**config.mk**
```make
export PLATFORM = sky130hd
export DESIGN_NAME = fix2flt_seq
export DESIGN_NICKNAME = d
export VERILOG_FILES = /design/src/rtl/fix2flt_pkg.sv /design/src/rtl/flt_pack.sv /design/src/rtl/fix2flt_seq.sv
export SDC_FILE = /design/constraint.sdc
export NUM_CORES = 1
export LEC_CHECK = 0
export CORE_MARGIN = 4
export CORE_UTILIZATION = 30
export CTS_BUF_LIST = sky130_fd_sc_hd__clkbuf_4 sky130_fd_sc_hd__clkbuf_8
export DETAILED_ROUTE_END_ITERATION = 12
export HOLD_SLACK_MARGIN = 0.12
export PLACE_DENSITY_LB_ADDON = 0.15
export SYNTH_ARGS = -nofsm -noshare
export SYNTH_HDL_FRONTEND = slang
export SYNTH_SLANG_ARGS = --single-unit
```
**constraint.sdc**
```tcl
create_clock -name clk -period 3.82 [get_ports clk]
set_clock_uncertainty 0.15 [all_clocks]
set_input_delay 0.573 -clock clk [delete_from_list [all_inputs] [get_ports clk]]
set_output_delay 0.573 -clock clk [all_outputs]
set_load 0.02 [all_outputs]
```
**src/rtl/fix2flt_pkg.sv**
```systemverilog
// rtl/fix2flt_pkg.sv - state encoding and format helpers shared by fix2flt_seq and flt_pack
package fix2flt_pkg;

  typedef enum logic [1:0] {IDLE, NORM, PACK} state_e;

  localparam int DEF_INT_W  = 8;
  localparam int DEF_FRAC_W = 8;
  localparam int DEF_EXP_W  = 5;
  localparam int DEF_MAN_W  = 10;

  function automatic int fix_w(input int int_w, input int frac_w);
    return int_w + frac_w;
  endfunction

  function automatic int flt_w(input int exp_w, input int man_w);
    return 1 + exp_w + man_w;
  endfunction

  function automatic int bias(input int exp_w);
    return (1 << (exp_w - 1)) - 1;
  endfunction

endpackage

```
**src/rtl/flt_pack.sv**
```systemverilog
// rtl/flt_pack.sv - combinational exponent/mantissa packing with flush and saturation
// Optional round-to-nearest-even when FIX2FLT_ROUND_NE_EN is defined.
module flt_pack
  import fix2flt_pkg::*;
#(
  parameter int FRAC_W = DEF_FRAC_W,
  parameter int EXP_W  = DEF_EXP_W,
  parameter int MAN_W  = DEF_MAN_W,
  parameter int W      = 16,
  parameter int PW     = 4,
  localparam int F     = flt_w(EXP_W, MAN_W)
) (
  input  logic          sign_i,
  input  logic [W-1:0]  mag_i,
  input  logic [PW-1:0] pos_i,
  output logic [F-1:0]  flt_o
);

  localparam int BIAS    = bias(EXP_W);
  localparam int EXP_MAX = (1 << EXP_W) - 1;

  // Bits below the hidden one, left-aligned; extra zero padding covers W-1 < MAN_W.
  logic [W+MAN_W-1:0] aligned;
  logic [MAN_W-1:0]   man_trunc;
  logic [MAN_W-1:0]   man_v;
  logic               unused_bits;
  int                 exp_v;

  assign aligned   = {mag_i[W-2:0], {(MAN_W+1){1'b0}}};
  assign man_trunc = aligned[W+MAN_W-1 -: MAN_W];

`ifdef FIX2FLT_ROUND_NE_EN
  logic           guard;
  logic           sticky;
  logic           round_up;
  logic [MAN_W:0] man_sum;

  assign guard       = aligned[W-1];
  assign sticky      = |aligned[W-2:0];
  assign round_up    = guard & (sticky | man_trunc[0]);
  assign man_sum     = {1'b0, man_trunc} + {{MAN_W{1'b0}}, round_up};
  assign unused_bits = mag_i[W-1];
`else
  assign unused_bits = ^{mag_i[W-1], aligned[W-1:0]};
`endif

  always_comb begin
    exp_v = int'(pos_i) - FRAC_W + BIAS;
    man_v = man_trunc;
`ifdef FIX2FLT_ROUND_NE_EN
    if (man_sum[MAN_W]) begin
      man_v = '0;
      exp_v = exp_v + 1;
    end else begin
      man_v = man_sum[MAN_W-1:0];
    end
`endif
    flt_o = '0;
    if (mag_i == '0) begin
      flt_o = '0;
    end else if (exp_v <= 0) begin
      flt_o = {sign_i, {(F-1){1'b0}}};
    end else if (exp_v >= EXP_MAX) begin
      flt_o = {sign_i, {EXP_W{1'b1}}, {MAN_W{1'b0}}};
    end else begin
      flt_o = {sign_i, exp_v[EXP_W-1:0], man_v};
    end
  end

endmodule

```
**src/rtl/fix2flt_seq.sv**
```systemverilog
// rtl/fix2flt_seq.sv - sequential fixed-to-float converter, one normalising shift per cycle
// Rounding mode selected by FIX2FLT_ROUND_NE_EN (see flt_pack).
module fix2flt_seq
  import fix2flt_pkg::*;
#(
  parameter int INT_W  = DEF_INT_W,
  parameter int FRAC_W = DEF_FRAC_W,
  parameter int EXP_W  = DEF_EXP_W,
  parameter int MAN_W  = DEF_MAN_W,
  localparam int W     = fix_w(INT_W, FRAC_W),
  localparam int F     = flt_w(EXP_W, MAN_W)
) (
  input  logic         clk,
  input  logic         reset,
  input  logic         start,
  input  logic [W-1:0] fix_in,
  output logic         busy,
  output logic         done,
  output logic [F-1:0] flt_out
);

  localparam int PW = (W > 1) ? $clog2(W) : 1;

  if (W < 2 || MAN_W < 1 || EXP_W < 2) begin : g_bad_params
    $error("fix2flt_seq: need W>=2, MAN_W>=1, EXP_W>=2");
  end

  state_e        state_q, state_d;
  logic          sign_q, sign_d;
  logic [W-1:0]  mag_q, mag_d;
  logic [PW-1:0] pos_q, pos_d;
  logic [F-1:0]  flt_q, flt_d;
  logic          done_q, done_d;
  logic [F-1:0]  pack_flt;

  flt_pack #(
    .FRAC_W (FRAC_W),
    .EXP_W  (EXP_W),
    .MAN_W  (MAN_W),
    .W      (W),
    .PW     (PW)
  ) u_pack (
    .sign_i (sign_q),
    .mag_i  (mag_q),
    .pos_i  (pos_q),
    .flt_o  (pack_flt)
  );

  always_ff @(posedge clk or negedge reset) begin
    if (!reset) begin
      state_q <= IDLE;
      sign_q  <= 1'b0;
      mag_q   <= '0;
      pos_q   <= '0;
      flt_q   <= '0;
      done_q  <= 1'b0;
    end else begin
      state_q <= state_d;
      sign_q  <= sign_d;
      mag_q   <= mag_d;
      pos_q   <= pos_d;
      flt_q   <= flt_d;
      done_q  <= done_d;
    end
  end

  always_comb begin
    state_d = state_q;
    sign_d  = sign_q;
    mag_d   = mag_q;
    pos_d   = pos_q;
    flt_d   = flt_q;
    done_d  = 1'b0;
    case (state_q)
      IDLE: begin
        if (start) begin
          sign_d  = fix_in[W-1];
          mag_d   = fix_in[W-1] ? -fix_in : fix_in;
          pos_d   = PW'(W - 1);
          state_d = NORM;
        end
      end
      NORM: begin
        // Zero never normalises, so it leaves after a single cycle.
        if (mag_q == '0 || mag_q[W-1]) begin
          state_d = PACK;
        end else begin
          mag_d = {mag_q[W-2:0], 1'b0};
          pos_d = pos_q - PW'(1);
        end
      end
      PACK: begin
        flt_d   = pack_flt;
        done_d  = 1'b1;
        state_d = IDLE;
      end
      default: state_d = IDLE;
    endcase
  end

  assign busy    = (state_q != IDLE) || done_q;
  assign done    = done_q;
  assign flt_out = flt_q;

endmodule

```
==> results of run 1 <==
layout by cell type (no fill, tap or decap), types with 2 or more instances in the layout:
cell              n
or4_1             4
or3_1             4
clkdlybuf4s50_1  35
o21a_1            3
nand2_1          22
xor2_1            4
or4_4             3
xnor2_1          10
nor2_1           12
o31ai_1           3
inv_1             8
dfrtp_1          40
clkbuf_4          2
o21ai_0           5
a21o_1            2
nand2b_1          3
a22o_1           11
o41ai_1           5
ha_1              7
nand3_1           2
nor3b_1           2
o21ai_1          18
nor2b_1           2
clkbuf_8          6
a21oi_1          13
o22ai_1           2
mux2i_1           3
metal layers:
metal / GRT usage / vias up / part of all wire
li1: - / 870 / -
met1: 0.189 / 775 / 0.52
met2: 0.180 / 36 / 0.42
met3: 0.0263 / 4 / 0.047
met4: 0.0433 / 0 / 0.011
met5: 0 / - / 0
cells by family after synthesis:
group | after synthesis | synth area share
AOI/OAI and AO/OA | 69 | 0.216
xor gates and xnor gates | 14 | 0.0546
adders and majority gates | 7 | 0.0390
buffers and inverters | 23 | 0.0569
DFF | 40 | 0.446
muxes | 3 | 0.0134
and+or+nand+nor | 67 | 0.174
worst reg2reg max path, delay by kind of cell, from the launching register on:
family	cells	cell delay (ps)
compound gates	2	380
flops	1	420
simple gates	4	1340
fa+ha+maj	2	450
buf+inv	1	100
path summary, 6_finish.rpt:
path,endpoint,slack (ps),cells after the start
min reg2reg,flt_out[14],330,1
max,flt_out[0],860,9
min in group clk,flt_out[14],330,1
max in group asynchronous,done,2700,1
min,mag_q[13],260,1
max reg2reg,flt_out[0],860,9
area by class of cell:
class / instances / area, um^2
clock buffer: 8 / 97.6
inverter: 11 / 46.3
tap: 99 / 124
multi-input combinational: 160 / 1120
timing repair buffer: 37 / 363
sequential: 40 / 1000
fill: 749 / 4510
sequential cells by signal, summed over array words and instances, names as in the netlist:
name,count
state_q,2
flt_out,16
done,1
mag_q,16
sign_q,1
pos_q,4
report_power, final:
group | internal [W] | leakage [nW] | switching [W]
Sequential | 0.000623 | 0.483 | 0.000168
Combinational | 0.000466 | 0.600 | 0.000581
Clock | 0.000162 | 0.0523 | 0.000140
per-stage QoR:
stage / area (um^2) / total power, W / setup WS [ps] / hold WS (ps) / util
2_1_floorplan: 2240 / 0.00152 / 1000 / 127 / -
3_3_place_gp: 2650 / 0.00185 / 902 / 317 / 0.365
3_5_place_dp: 2650 / 0.00186 / 866 / 319 / 0.365
4_1_cts: 2750 / 0.00217 / 851 / 293 / 0.379
5_1_grt: 2750 / 0.00234 / 693 / 335 / 0.379
6_report: 2750 / 0.00214 / 855 / 258 / 0.379
==> results.toml, run 1 <==
[grt]
grt_max_degree = 41
grt_usage = 0.127
grt_pass1_wl_mm = 8.83
grt_pass1_vias = 1710
antenna_found_initial = 0
grt-ovfl-total = 0

[synth]
ys.flop_type = "dfrtp_1"
synth_nets = 249
synth_area_leader_cell = "dfrtp_1"
synth_seq_area_share = 0.446
yosysWarnings = 0
ys_ff_latch = 40
synth_area_per_cell_um2 = 10.1
yosys-top-cells-area = "dfrtp_1 (45%), a22o_1 (4.3%), o21ai_1 (4.0%)"
synth_top_area_frac = 0.446
yosysMostFrequentCell = "dfrtp_1"
synth_common_cells = "dfrtp_1 (40), nand2_1 (22), o21ai_1 (18)"
netlist_instances = 223
synthDistinctLibCells = 51
synth-edff-count = 0
netlist_area_um2 = 2240
async_flop_share = 1.00

[timing]
setup_tns_ps = 0
rsz0062_at_grt = "false"
hold_viol_final = 0
post-route-period-util = 0.776
tightest_slew_ps = 909
setup_violations = 0
finalMaxSlewViolations = 0
post-route-min-period_ps = 2960
fmax_ghz = 0.337
maxSlewHeadroom = 0.393

[cts]
clkTransAtPathRegs_ps = 80
clk_path_buf_depth = 2
post_cts_buffers = 0
clk_latency_ps = 290
cts.repair.resized = 0
holdBufCountCts = 0
htree_levels = 2
cts_num_sinks = 40
numCtsBuffers = 5
cts_tree = "done"
cts_root_buf = "clkbuf_8"

[worst_setup_path]
worstPathCellList = "inv_1, ha_1, nor3b_1, ha_1, or4b_4, nor4b_2, a41oi_2, and2_4, a22o_1"
crit_top_cell = "ha_1"
critPathBufInv = 1
cp_max_fo = 9
crit_arrival_ps = 2990
crit_path_start_kind = "flop"
cp_slowest_cell = "or4b_4"
critical-path-top-delay-family = "simple AND/OR/NAND/NOR gates"
r2r-start = "pos_q[0]"
crit_required_ps = 3840
critPathKind = "flop to flop"
critPathMaxStageDelay_ps = 540
crit_path_start = "pos_q[0]"
cp-end-kind = "flop"

[place]
place_congestion = 0.730
place_inst = 347
hpwl_mm = 3.93
portBuffers = 36

[die]
row_count = 31
pin_count = 37
die_width_um = 94.5
start_util = 0.309
die_area_um2 = 8930
die_y_um = 94.5
core-area_um2 = 7250

[outcome]
status = "finished clean"

[min_path]
min_path_type = "input pin to asynchronous set/reset pin"

[drt]
drt-pass1-iter-count = 4
num_vias = 1685
postRouteAntennaNets = 0
drt-wirelength-per-cell_um = 14.4
routed_via_density = 4.75
drt_iter0_drc = 78
drt_drc_violations_left = 0
routed_wl_mm = 5.11

[power_and_ir_drop]
ir_worst_vdd_uv = 252
p_leak_nw = 1.14
p_per_area_nw_per_um2 = 778

[final_layout]
final_cells = 355
antennaDiodeCount = 0
drive_gt1_frac = 0.0938
syn2layout_area_growth_pct = 22.4
final_nets = 281

[run]
max-cap-violations = 0
Power figures use the tool's default switching activity.
==> run 2: changes to the inputs <==
Clock period 3.82 ns to 3 ns, I/O delays scaled along.
==> results.toml, run 2 (synthesis results as in run 1) <==
[outcome]
status = "finished clean"

[min_path]
min_path_type = "input pin to asynchronous set/reset pin"

[grt]
antenna_found_initial = 0
met3_usage = 0.0279
grt-ovfl-total = 0
grt_use_met1 = 0.184
grt_max_degree = 41
grt_pass1_wl_mm = 8.66
grtUsageMet2 = 0.179
grt_usage = 0.124
grt_pass1_vias = 1692
grt-busiest-layer = "met1"

[power_and_ir_drop]
ir_worst_vdd_uv = 306
p_per_area_nw_per_um2 = 1010
p_leak_nw = 1.17

[cts]
cts_root_buf = "clkbuf_8"
clk_latency_ps = 290
cts_tree = "done"
post_cts_buffers = 0
cts_num_sinks = 40
clkTransAtPathRegs_ps = 80
holdBufCountCts = 0
numCtsBuffers = 5
htree_levels = 2
clk_path_buf_depth = 2

[worst_setup_path]
reg2reg_depth = 9
reg2reg_to = "flt_out[1]"
crit_top_cell = "ha_1"
cp-end-kind = "flop"
crit_path_start_kind = "flop"
crit_required_ps = 3030
cp_max_fo = 9
crit_arrival_ps = 2870
critPathKind = "flop to flop"
critPathMaxStageDelay_ps = 560
r2r-start = "pos_q[0]"
worstPathCellList = "inv_1, ha_1, nor3b_1, ha_1, or4b_4, nor4b_4, a41oi_2, and2_4, a22o_1"
r2r_slack_ps = 160
cp_slowest_cell = "or4b_4"

[place]
place_congestion = 0.738
hpwl_mm = 3.89
place_inst = 351
portBuffers = 36

[timing]
maxSlewHeadroom = 0.276
hold_viol_final = 0
finalMaxSlewViolations = 0
tightest_slew_ps = 1080
post-route-min-period_ps = 2840
fmax_ghz = 0.353
post-route-period-util = 0.945
setup_violations = 0

[drt]
num_vias = 1694
drt-wirelength-per-cell_um = 14.4
drt-pass1-iter-count = 4
postRouteAntennaNets = 0
routed_wl_mm = 5.18
drt_iter0_drc = 51
routed_via_density = 4.72
drt_drc_violations_left = 0

[final_layout]
syn2layout_area_growth_pct = 24.7
most-common-layout-cells = "dfrtp_1 (40), clkdlybuf4s50_1 (35), nand2_1 (22)"
final_cells = 359
fillers = 752
antennaDiodeCount = 0
fin_util = 0.386
drive_gt1_frac = 0.108
final_nets = 285
final_common_cell = "dfrtp_1"

[die]
row_count = 31
die_area_um2 = 8930
core-area_um2 = 7250
die_width_um = 94.5
die_y_um = 94.5
start_util = 0.309
pin_count = 37

[run]
max-cap-violations = 0
-- run 2: cell count changes in the layout (fill, tap and decap cells not counted), sizes merged --
cell and change:
buf +4, clkinv +1, bufinv +1, clkbuf -3, clkinvlp +1
-- run 2: critical path, delay by kind of cell, from the launching register on --
kind | cells | cell delay, ps
buf+inv | 1 | 90
simple gates | 4 | 1260
fa+ha+maj | 2 | 440
compound gates | 2 | 360
flops | 1 | 410
-- run 2: layout make-up --
cell class              count  area [um^2]  share of cell area
multi-input cells         160         1120               0.402
flip-flops and latches     40         1000               0.357
repair buffers             41          393               0.140
well taps                  99          124              0.0442
clock buffers               5         68.8              0.0246
inverters                  11         46.3              0.0165
clock inverters             3         42.5              0.0152
-- run 2: worst max-delay path by stage --
stage               startpoint          to  slack (ps)
floorplan             pos_q[0]  flt_out[8]         180
global placement      pos_q[0]  flt_out[3]         210
detailed placement    pos_q[0]  flt_out[2]         130
CTS                   pos_q[0]  flt_out[3]         120
global route          pos_q[0]  flt_out[4]         -10
finish                pos_q[0]  flt_out[1]         160
-- run 2: per-layer routing --
metal / up-vias / part of all wire
met5: - / 0
met4: 0 / 0.013
met3: 5 / 0.053
met2: 44 / 0.41
met1: 765 / 0.53
li1: 880 / -
-- run 2: power breakdown --
part	internal, W	switching, W
Combinational	0.000625	0.000762
Sequential	0.000793	0.000212
Clock	0.000246	0.000192
Total	0.00166	0.00117
-- run 2: repair_timing --
item | in CTS | in global routing
setup endpoints to repair | 0 | 5
gates resized for setup | 0 | 1
endpoints found under the hold margin | 0 | 0
-- run 2: through the flow --
| step | area [um^2] | hold WS [ps] | setup slack (ps) | total power [W] | setup TNS [ps] |
|---|---|---|---|---|---|
| 2_1_floorplan | 2240 | 4.41 | 182 | 0.00193 | 0 |
| 3_3_place_gp | 2680 | 317 | 210 | 0.00239 | 0 |
| 3_5_place_dp | 2680 | 319 | 135 | 0.00240 | 0 |
| 4_1_cts | 2790 | 165 | 119 | 0.00284 | 0 |
| 5_1_grt | 2800 | 204 | -9.57 | 0.00307 | -38.3 |
| 6_report | 2800 | 127 | 164 | 0.00283 | 0 |
==> run 3: changes to the inputs <==
Settings changed: SKIP_CTS_REPAIR_TIMING set to 1.
==> results of run 3 <==
The final DEF is identical to that of run 2; final timing and power are the same.
